===== src/rtl/serial_add_ctrl.sv =====
// Bit-serial addition controller driving an external registered 1-bit full adder, LSB first.
// Define SERIAL_ADD_OVF_EN to add the signed-overflow output ovf.
module serial_add_ctrl #(
    parameter int unsigned WIDTH  = 8,
    parameter int unsigned FA_LAT = 2
) (
    input  logic             clk,
    input  logic             rst,
    input  logic             in_valid,
    output logic             in_ready,
    input  logic [WIDTH-1:0] op_a,
    input  logic [WIDTH-1:0] op_b,
    input  logic             cin,
    output logic             fa_a,
    output logic             fa_b,
    output logic             fa_cin,
    input  logic             fa_sum,
    input  logic             fa_cout,
    output logic             out_valid,
    input  logic             out_ready,
    output logic [WIDTH-1:0] sum,
    output logic             cout
`ifdef SERIAL_ADD_OVF_EN
    ,
    output logic             ovf
`endif
);

    localparam int unsigned CW = $clog2(WIDTH);
    localparam int unsigned LW = $clog2(FA_LAT + 1);

    typedef enum logic [1:0] {StIdle, StRun, StDone} state_e;

    state_e           state_q, state_d;
    logic [WIDTH-1:0] a_sh_q, a_sh_d, b_sh_q, b_sh_d;
    logic [CW-1:0]    bit_cnt_q, bit_cnt_d;
    logic [LW-1:0]    lat_cnt_q, lat_cnt_d;
    logic             fa_a_q, fa_a_d, fa_b_q, fa_b_d, fa_cin_q, fa_cin_d;
    logic [WIDTH-1:0] sum_q, sum_d;
    logic             cout_q, cout_d;
    logic             in_ready_q, in_ready_d;
    logic             out_valid_q, out_valid_d;
    logic             ovf_q, ovf_d;

    always_comb begin
        state_d     = state_q;
        a_sh_d      = a_sh_q;
        b_sh_d      = b_sh_q;
        bit_cnt_d   = bit_cnt_q;
        lat_cnt_d   = lat_cnt_q;
        fa_a_d      = fa_a_q;
        fa_b_d      = fa_b_q;
        fa_cin_d    = fa_cin_q;
        sum_d       = sum_q;
        cout_d      = cout_q;
        in_ready_d  = in_ready_q;
        out_valid_d = out_valid_q;
        ovf_d       = ovf_q;
        unique case (state_q)
            StIdle: begin
                if (in_valid && in_ready_q) begin
                    state_d    = StRun;
                    a_sh_d     = op_a >> 1;
                    b_sh_d     = op_b >> 1;
                    bit_cnt_d  = '0;
                    lat_cnt_d  = '0;
                    fa_a_d     = op_a[0];
                    fa_b_d     = op_b[0];
                    fa_cin_d   = cin;
                    sum_d      = '0;
                    cout_d     = 1'b0;
                    ovf_d      = 1'b0;
                    in_ready_d = 1'b0;
                end
            end
            StRun: begin
                if (lat_cnt_q == LW'(FA_LAT)) begin
                    lat_cnt_d          = '0;
                    sum_d[bit_cnt_q]   = fa_sum;
                    if (bit_cnt_q != CW'(WIDTH - 1)) begin
                        fa_a_d    = a_sh_q[0];
                        fa_b_d    = b_sh_q[0];
                        fa_cin_d  = fa_cout;
                        a_sh_d    = a_sh_q >> 1;
                        b_sh_d    = b_sh_q >> 1;
                        bit_cnt_d = bit_cnt_q + 1'b1;
                    end else begin
                        cout_d      = fa_cout;
                        // fa_cin_q still holds the carry into the MSB here
                        ovf_d       = fa_cin_q ^ fa_cout;
                        fa_a_d      = 1'b0;
                        fa_b_d      = 1'b0;
                        fa_cin_d    = 1'b0;
                        out_valid_d = 1'b1;
                        state_d     = StDone;
                    end
                end else begin
                    lat_cnt_d = lat_cnt_q + 1'b1;
                end
            end
            StDone: begin
                if (out_ready) begin
                    out_valid_d = 1'b0;
                    in_ready_d  = 1'b1;
                    state_d     = StIdle;
                end
            end
            default: state_d = StIdle;
        endcase
    end

    always_ff @(posedge clk or posedge rst) begin
        if (rst) begin
            state_q     <= StIdle;
            a_sh_q      <= '0;
            b_sh_q      <= '0;
            bit_cnt_q   <= '0;
            lat_cnt_q   <= '0;
            fa_a_q      <= 1'b0;
            fa_b_q      <= 1'b0;
            fa_cin_q    <= 1'b0;
            sum_q       <= '0;
            cout_q      <= 1'b0;
            in_ready_q  <= 1'b1;
            out_valid_q <= 1'b0;
            ovf_q       <= 1'b0;
        end else begin
            state_q     <= state_d;
            a_sh_q      <= a_sh_d;
            b_sh_q      <= b_sh_d;
            bit_cnt_q   <= bit_cnt_d;
            lat_cnt_q   <= lat_cnt_d;
            fa_a_q      <= fa_a_d;
            fa_b_q      <= fa_b_d;
            fa_cin_q    <= fa_cin_d;
            sum_q       <= sum_d;
            cout_q      <= cout_d;
            in_ready_q  <= in_ready_d;
            out_valid_q <= out_valid_d;
            ovf_q       <= ovf_d;
        end
    end

    assign in_ready  = in_ready_q;
    assign out_valid = out_valid_q;
    assign fa_a      = fa_a_q;
    assign fa_b      = fa_b_q;
    assign fa_cin    = fa_cin_q;
    assign sum       = sum_q;
    assign cout      = cout_q;
`ifdef SERIAL_ADD_OVF_EN
    assign ovf       = ovf_q;
`else
    logic unused_ovf;
    assign unused_ovf = ovf_q;
`endif

endmodule


===== config.mk =====
export PLATFORM = sky130hd
export DESIGN_NAME = serial_add_ctrl
export DESIGN_NICKNAME = d
export VERILOG_FILES = /design/src/rtl/serial_add_ctrl.sv
export SDC_FILE = /design/constraint.sdc
export NUM_CORES = 1
export LEC_CHECK = 0
export BUFFER_PORTS_ARGS = -buffer_cell sky130_fd_sc_hd__buf_2
export CAP_MARGIN = 20
export CORE_ASPECT_RATIO = 1.5
export CORE_MARGIN = 2
export CORE_UTILIZATION = 55
export DETAILED_ROUTE_END_ITERATION = 16
export PLACE_DENSITY_LB_ADDON = 0.15
export REMOVE_ABC_BUFFERS = 1
export SYNTH_ARGS = -nofsm -noshare
export SYNTH_HDL_FRONTEND = slang
export SYNTH_SLANG_ARGS = --single-unit
export TNS_END_PERCENT = 5

===== constraint.sdc =====
create_clock -name clk -period 4.4 [get_ports clk]
set_clock_uncertainty 0.15 [all_clocks]
set_input_delay 0.66 -clock clk [delete_from_list [all_inputs] [get_ports clk]]
set_output_delay 0.66 -clock clk [all_outputs]
set_load 0.01 [all_outputs]

==> summary.txt, run 1 <==
Route
  – Router iterations before antenna repair: 4
  – Vias per cell: 5.911
  – Drt wl/cell: 16.07 µm
  – Final WL: 3.777 mm
  – DRC viols: 0
  – Post-route ant nets: 0
  – 1st-iter DRT viols: 43
  – DR vias: 1389

Place
  – HPWL Detailed: 2.569 mm
  – RD Place Congestion: 0.7701
  – DP Worst Slack: 1789 ps
  – Port bufs: 36
  – Area after DPL: 1971 µm²

Synthesis
  – Post-synth EDFFs: 0
  – Ys flop type: dfrtp_1
  – Xor/xnor cell area share of the yosys netlist: 0%
  – FF+latch count, synth: 35
  – FFs w/ async S/R, synth: 100.0%
  – Seq/Total Area, Yosys: 48.58%
  – Post-Synthesis Cell Area: 1805 µm²
  – Largest family of logic cells by synthesized area: simple AND/OR/NAND/NOR gates
  – Avg Cell Area, Syn: 10.94 µm²
  – Simple-gate share of the synthesized area: 20.93%
  – Compound-gate portion of the synthesized area: 17.88%
  – Mux share of post-synthesis cell area: 5.613%
  – Cells after synthesis: 165
  – Ys Warns: 0
  – Post-synth cell types: 36
  – Synth Area in Adders: 1.386%

Final layout
  – Share of cells above drive strength 1: 27.69%
  – Post-route design area: 2071 µm²
  – Multi-input gate area: 833.3 µm²
  – Final net count: 219
  – Fillers: 256
  – Seq. cell area: 877.1 µm²
  – Diodes inserted: 0
  – Area Growth Syn to Fin: 14.69%

Timing
  – Fin Setup TNS: 0 ps
  – Max Clock Freq: 0.3853 GHz
  – Final worst setup slack: 1805 ps
  – Worst-Margin Slew: 810.1 ps
  – RSZ-0062 raised after global routing: no
  – Fin. Hold Viols: 0
  – Min Tclk post-route: 2595 ps
  – Setup-failing EPs final: 0
  – Final period util: 58.98%
  – Rel. slew slack: 45.99%
  – Max Slew Vio Count: 0
  – Worst hold margin: 309.5 ps

Clock tree
  – Post_cts resized: 0
  – CTS tree: built
  – Max clock buf depth: 2
  – Worst-path clk slew: 70 ps
  – Clock root cell: clkbuf_8
  – Clock sink total: 35
  – Worst-skew pair later-pin latency: 290 ps
  – CTS Hold Bufs: 0
  – H-tree levels: 2
  – Total CTS buffers: 5
  – Post-CTS Setup Bufs: 0

Critical path
  – Worst EP required: 4480 ps
  – CP endpoint: bit_cnt_q[0]$_DFFE_PP0P_
  – Maximum fanout along the worst path: 21
  – Slowest CP cell: a21oi_2
  – Crit path launch type: flop
  – CP max stage delay: 640 ps
  – FF-to-FF End: bit_cnt_q[0]$_DFFE_PP0P_
  – Register-to-Register Path Depth: 5
  – CP startpoint: bit_cnt_q[1]$_DFFE_PP0P_
  – CP Capture Type: flop
  – R2r startpoint: bit_cnt_q[1]$_DFFE_PP0P_
  – Worst Path Buf+Inv: 1
  – Crit path kind: flop to flop
  – Kind of cell adding the most delay to the critical path: adder cells
  – Worst path depth: 5
  – Crit path cell chain: ha_1 > ha_1 > inv_1 > a21oi_2 > mux2_2
  – CP arrival: 2670 ps
  – Reg-to-reg slack, setup: 1800 ps
  – Most frequent CP cell: ha_1

Run status
  – Status: finished clean

Floorplanning
  – Die area: 3766 µm²
  – Die X: 50.78 µm
  – Io pins: 37
  – Core footprint: 3159 µm²
  – Die Y: 74.17 µm
  – Starting Density: 57.15%
  – Row Count: 25

Global route
  – Global-route wire length before repair: 6.285 mm
  – Total GRT Usage: 22.39%
  – Largest net degree at the start of global routing: 36
  – Initial antenna violation count: 0
  – Total gr overflow: 0
  – Number of global-route vias before repair: 1388

Power
  – Worst vdd ir: 0.2348 mV
  – Leak Pwr: 0.9374 nW
  – Power per Cell Area: 292.4 nW/µm²
  – Pwr Total: 0.6054 mW

Worst hold path
  – Worst min path class: input pin to asynchronous set/reset pin

Run
  – Max-capacitance violation count: 0
[tightest hold or removal path, stage by stage]
cell and delay, ps:
buf_2 90, inv_1 40, buf_4 380
[synth_stat cells (2+ instances only)]
cell        n  area share (%)
o22ai_1     2            0.69
ha_1        2             1.4
inv_1       4            0.83
nor3_1      4             1.1
nand2b_1    3             1.0
o2bb2ai_1  12             5.8
dfrtp_1    34              47
o21ai_0     2            0.55
nand4b_1    3             1.5
buf_4       2            0.83
nor4bb_1   16             8.9
nor2_1      5             1.0
mux2_2      5             3.1
a21oi_1    22             6.1
mux2_1      4             2.5
buf_1       2            0.42
nor2b_1     8             2.8
clkbuf_1    7             1.5
nand2_1     5             1.0
a22o_1      4             1.9
buf_6       2             1.2
buf_2       3            0.83
[layout make-up]
class                           instances  area share [%]
Sequential cell                        35           42.36
Multi-Input combinational cell        110           40.24
Timing Repair Buffer                   38           9.426
Clock buffer                            8           4.834
Tap cell                               40           2.417
Inverter                                4          0.7251
[cell usage in the layout (no fill, tap or decap), types with 2 or more instances in the layout]
cell type / Yosys / routed
buf_2: 3 / 36
dfrtp_1: 34 / 34
a21oi_1: 22 / 22
nor4bb_1: 16 / 15
o2bb2ai_1: 12 / 12
nor2b_1: 8 / 8
clkbuf_8: 0 / 7
nor2_1: 5 / 5
nand2_1: 5 / 5
mux2_2: 5 / 5
mux2_1: 4 / 4
inv_1: 4 / 4
nor3_1: 4 / 4
a22o_1: 4 / 4
nand4b_1: 3 / 3
nand2b_1: 3 / 3
o22ai_1: 2 / 2
o21ai_0: 2 / 2
ha_1: 2 / 2
buf_4: 2 / 2
[layer usage]
layer / track usage (%) / wire length, µm / up-vias / part of all wire [%]
li1: - / - / 677 / -
met1: 25.50 / 1582 / 671 / 42
met2: 40.06 / 1952 / 32 / 52
met3: 4.618 / 155 / 9 / 4.1
met4: 10.51 / 87 / 0 / 2.3
met5: 0 / 0 / - / 0
[report_power, final]
| group | internal, mW | switching [mW] |
|---|---|---|
| clock | 0.143 | 0.110 |
| sequential | 0.324 | 0.000711 |
| combinational | 0.0135 | 0.0148 |
[stage by stage]
step / instances / util, %
after floorplan: 149 / -
after global placement: 227 / 62.38
after detailed placement: 227 / 62.38
after CTS: 235 / 65.54
after global routing: 235 / 65.54
final: 235 / 65.54
[state kept, by name, summed over array words and instances, names as in the netlist]
| register | flops |
|---|---|
| a_sh_q | 7 |
| b_sh_q | 7 |
| bit_cnt_q | 3 |
| cout | 1 |
| fa_a | 1 |
| fa_b | 1 |
| fa_cin | 1 |
| in_ready | 1 |
| lat_cnt_q | 2 |
| out_valid | 1 |
| state_q | 2 |
| sum | 8 |
[kinds of logic after synthesis]
logic type | after synthesis
fa+ha+maj | 2
buf+inv | 20
flops | 35
mux | 9
compound gates | 48
simple gates | 51
[worst min path at each step]
stage / startpoint / end / slack [ps] / cells after the start
after global placement: a_sh_q[5]$_DFFE_PP0P_ / a_sh_q[5]$_DFFE_PP0P_ / 320 / 1
final: rst / sum[4]$_DFFE_PP0P_ / 310 / 3
after CTS: rst / sum[4]$_DFFE_PP0P_ / 320 / 3
after global routing: b_sh_q[1]$_DFFE_PP0P_ / b_sh_q[1]$_DFFE_PP0P_ / 350 / 1
after detailed placement: b_sh_q[2]$_DFFE_PP0P_ / b_sh_q[2]$_DFFE_PP0P_ / 310 / 1
after floorplan: a_sh_q[0]$_DFFE_PP0P_ / a_sh_q[0]$_DFFE_PP0P_ / 300 / 1
(Power assumes the default switching activity.)
==> inputs of run 2 (changes only) <==
--- a/config.mk
+++ b/config.mk
@@ -9,7 +9,7 @@
 export CAP_MARGIN = 20
 export CORE_ASPECT_RATIO = 1.5
 export CORE_MARGIN = 2
-export CORE_UTILIZATION = 55
+export CORE_UTILIZATION = 54
 export DETAILED_ROUTE_END_ITERATION = 16
 export PLACE_DENSITY_LB_ADDON = 0.15
 export REMOVE_ABC_BUFFERS = 1
==> constraint.sdc (replaced) <==
create_clock -name clk -period 2.47 [get_ports clk]
set_clock_uncertainty 0.15 [all_clocks]
set_input_delay 0.3705 -clock clk [delete_from_list [all_inputs] [get_ports clk]]
set_output_delay 0.3705 -clock clk [all_outputs]
set_load 0.01 [all_outputs]
==> run 2 against run 1 <==
Cell count increased by 0.85%. Largest power group unchanged. Design area is 0.48% higher. Critical path depth did not move. Die area increased by 1.7%. Largest cell class unchanged. Sequential share of layout area is 0.20 points lower. Via count is 1.9% higher. Combinational power increased by 80%. Highest routed layer unchanged. Non-clock buffer count up 3. Worst hold slack worse by 290 ps.
==> summary.txt, run 2 (synthesized netlist as in run 1, its figures left out) <==
Timing
  – Fin Setup TNS: 0 ps (unchanged)
  – Final period util: 86.47% (+27 points)
  – Max Slew Vio Count: 0 (unchanged)
  – Max Clock Freq: 0.4682 GHz (+22%)
  – RSZ-0062 raised after global routing: no
  – Min Tclk post-route: 2136 ps (-459.2 ps)
  – Rel. slew slack: 47.14% (+1.1 points)
  – Worst-Margin Slew: 790.0 ps (-20.06 ps)
  – Fin. Hold Viols: 0 (unchanged)
  – Setup-failing EPs final: 0 (unchanged)

Clock tree
  – Post-CTS Setup Bufs: 0 (unchanged)
  – Worst-path clk slew: 70 ps (about the same)
  – Worst-skew pair later-pin latency: 280 ps (about the same)
  – Clock root cell: clkbuf_8
  – Max clock buf depth: 2 (unchanged)
  – H-tree levels: 2 (unchanged)
  – Post_cts resized: 0 (unchanged)
  – CTS tree: built
  – Total CTS buffers: 5 (unchanged)
  – CTS Hold Bufs: 0 (unchanged)
  – Clock sink total: 35 (unchanged)

Global route
  – Total gr overflow: 0 (unchanged)
  – Global-route wire length before repair: 6.106 mm (-2.8%)
  – Initial antenna violation count: 0 (unchanged)
  – Total GRT Usage: 21.37% (-1.0 points)
  – Largest net degree at the start of global routing: 36 (unchanged)
  – Number of global-route vias before repair: 1325 (-4.5%)

Route
  – Drt wl/cell: 16.04 µm (-0.21%)
  – DR vias: 1415 (+1.9%)
  – Vias per cell: 5.970 (+1.0%)
  – 1st-iter DRT viols: 35 (-19%)
  – DRC viols: 0 (unchanged)
  – Router iterations before antenna repair: 4 (unchanged)
  – Post-route ant nets: 0 (unchanged)
  – Final WL: 3.801 mm (+0.64%)

Final layout
  – Final net count: 222 (+1.4%)
  – Post-route insts no fill: 237 (+0.85%)
  – Area Growth Syn to Fin: 15.25%
  – Number of flip-flops in the largest register: 8 (unchanged)
  – Most common cell after layout, fill and taps aside: buf_2
  – Post-route design area: 2081 µm² (+0.48%)
  – Share of cells above drive strength 1: 28.93% (+1.2 points)
  – Finished Core Util: 65.86% (+0.32 points)
  – Diodes inserted: 0 (unchanged)
  – Most frequent cells in the layout: 36 x buf_2, 34 x dfrtp_1, 22 x a21oi_1, 15 x nor4bb_1, 12 x o2bb2ai_1

Power
  – Pint: 0.8191 mW (+71%)
  – Worst vdd ir: 0.4251 mV (+81%)
  – Leak Pwr: 0.9493 nW (+1.3%)
  – Switching Fraction: 21.48% (+0.75 points)
  – Clk network pwr share: 39.7% (-2.1 points)
  – Combinational Power Share: 4.9% (+0.2 points)
  – Sequential share of power: 55.4% (+1.8 points)
  – Power per Cell Area: 501.3 nW/µm² (+71%)
  – Net switching power: 0.2241 mW (+78%)
  – Pwr Total: 1.043 mW (+72%)

Floorplanning
  – Die Y: 74.82 µm (+0.88%)
  – Row Count: 25 (unchanged)
  – Die X: 51.21 µm (+0.85%)
  – Die area: 3832 µm² (+1.7%)
  – Io pins: 37 (unchanged)
  – Starting Density: 57.15% (unchanged)
  – Core footprint: 3159 µm² (unchanged)

Critical path
  – FF-to-FF End: bit_cnt_q[0]$_DFFE_PP0P_
  – Reg-to-reg slack, setup: 330 ps (-1470 ps)
  – CP arrival: 2210 ps (-460 ps)
  – CP startpoint: state_q[1]$_DFFE_PP0P_
  – R2r startpoint: state_q[1]$_DFFE_PP0P_
  – Worst EP required: 2540 ps (-1940 ps)
  – CP Capture Type: flop
  – CP endpoint: bit_cnt_q[0]$_DFFE_PP0P_
  – Crit path launch type: flop
  – Crit path kind: flop to flop
  – Maximum fanout along the worst path: 18 (-14%)
  – Register-to-Register Path Depth: 5 (unchanged)

Run
  – Max-capacitance violation count: 0 (unchanged)

Place
  – HPWL Detailed: 2.529 mm (-1.5%)
  – Placed cell count: 230 (+1.3%)
  – Area after DPL: 1993 µm² (+1.1%)
  – Port bufs: 36 (unchanged)
  – RD Place Congestion: 0.8252 (+7.2%)

Run status
  – Status: finished clean

Worst hold path
  – Worst min path class: input pin to asynchronous set/reset pin
[run 2: how the worst min path moves through the flow]
stage | startpoint | end | slack, ps | cells past startpoint
floorplan | a_sh_q[0]$_DFFE_PP0P_ | a_sh_q[0]$_DFFE_PP0P_ | 300 | 1
global placement | b_sh_q[5]$_DFFE_PP0P_ | b_sh_q[5]$_DFFE_PP0P_ | 310 | 1
detailed placement | a_sh_q[0]$_DFFE_PP0P_ | a_sh_q[0]$_DFFE_PP0P_ | 310 | 1
CTS | rst | sum[2]$_DFFE_PP0P_ | 40 | 3
global route | rst | sum[2]$_DFFE_PP0P_ | 80 | 3
finish | rst | sum[2]$_DFFE_PP0P_ | 20 | 3
[run 2: cell type report]
class                   count  area, µm²
clock inverters             1      5.005
fillers                   270       1079
flip-flops and latches     35      877.1
clock buffers               6      82.58
inverters                   4      15.01
multi-input cells         110      833.3
well taps                  40      50.05
repair buffers             41      217.7
[run 2: stage by stage]
stage	hold slack [ps]	setup WS [ps]
floorplan	297.6	-558.7
global placement	313.1	463.9
detailed placement	314.9	369.4
CTS	36.39	341.9
global route	82.27	133.2
finish	21.75	334.1
[run 2: power by group through the flow]
stage          Sequential [mW]  Combinational, mW  Clock, mW
2_1_floorplan            0.590             0.0209          0
3_3_place_gp             0.589             0.0509          0
3_5_place_dp             0.589             0.0521          0
4_1_cts                  0.578             0.0522      0.421
5_1_grt                  0.578             0.0579      0.445
6_report                 0.578             0.0510      0.414
[run 2: worst max-delay path, cell delays in order (launching register included)]
cell,delay [ps]
dfrtp_1,500
buf_4,280
nor4bb_2,70
buf_4,210
a21oi_2,570
mux2_2,290
[run 2: routing by layer]
layer	GRT usage (%)	vias up	share of wire [%]
li1	-	683	-
met3	5.357	6	4.9
met2	36.94	44	50
met1	26.28	682	44
met4	7.018	0	1.5
met5	0	-	0
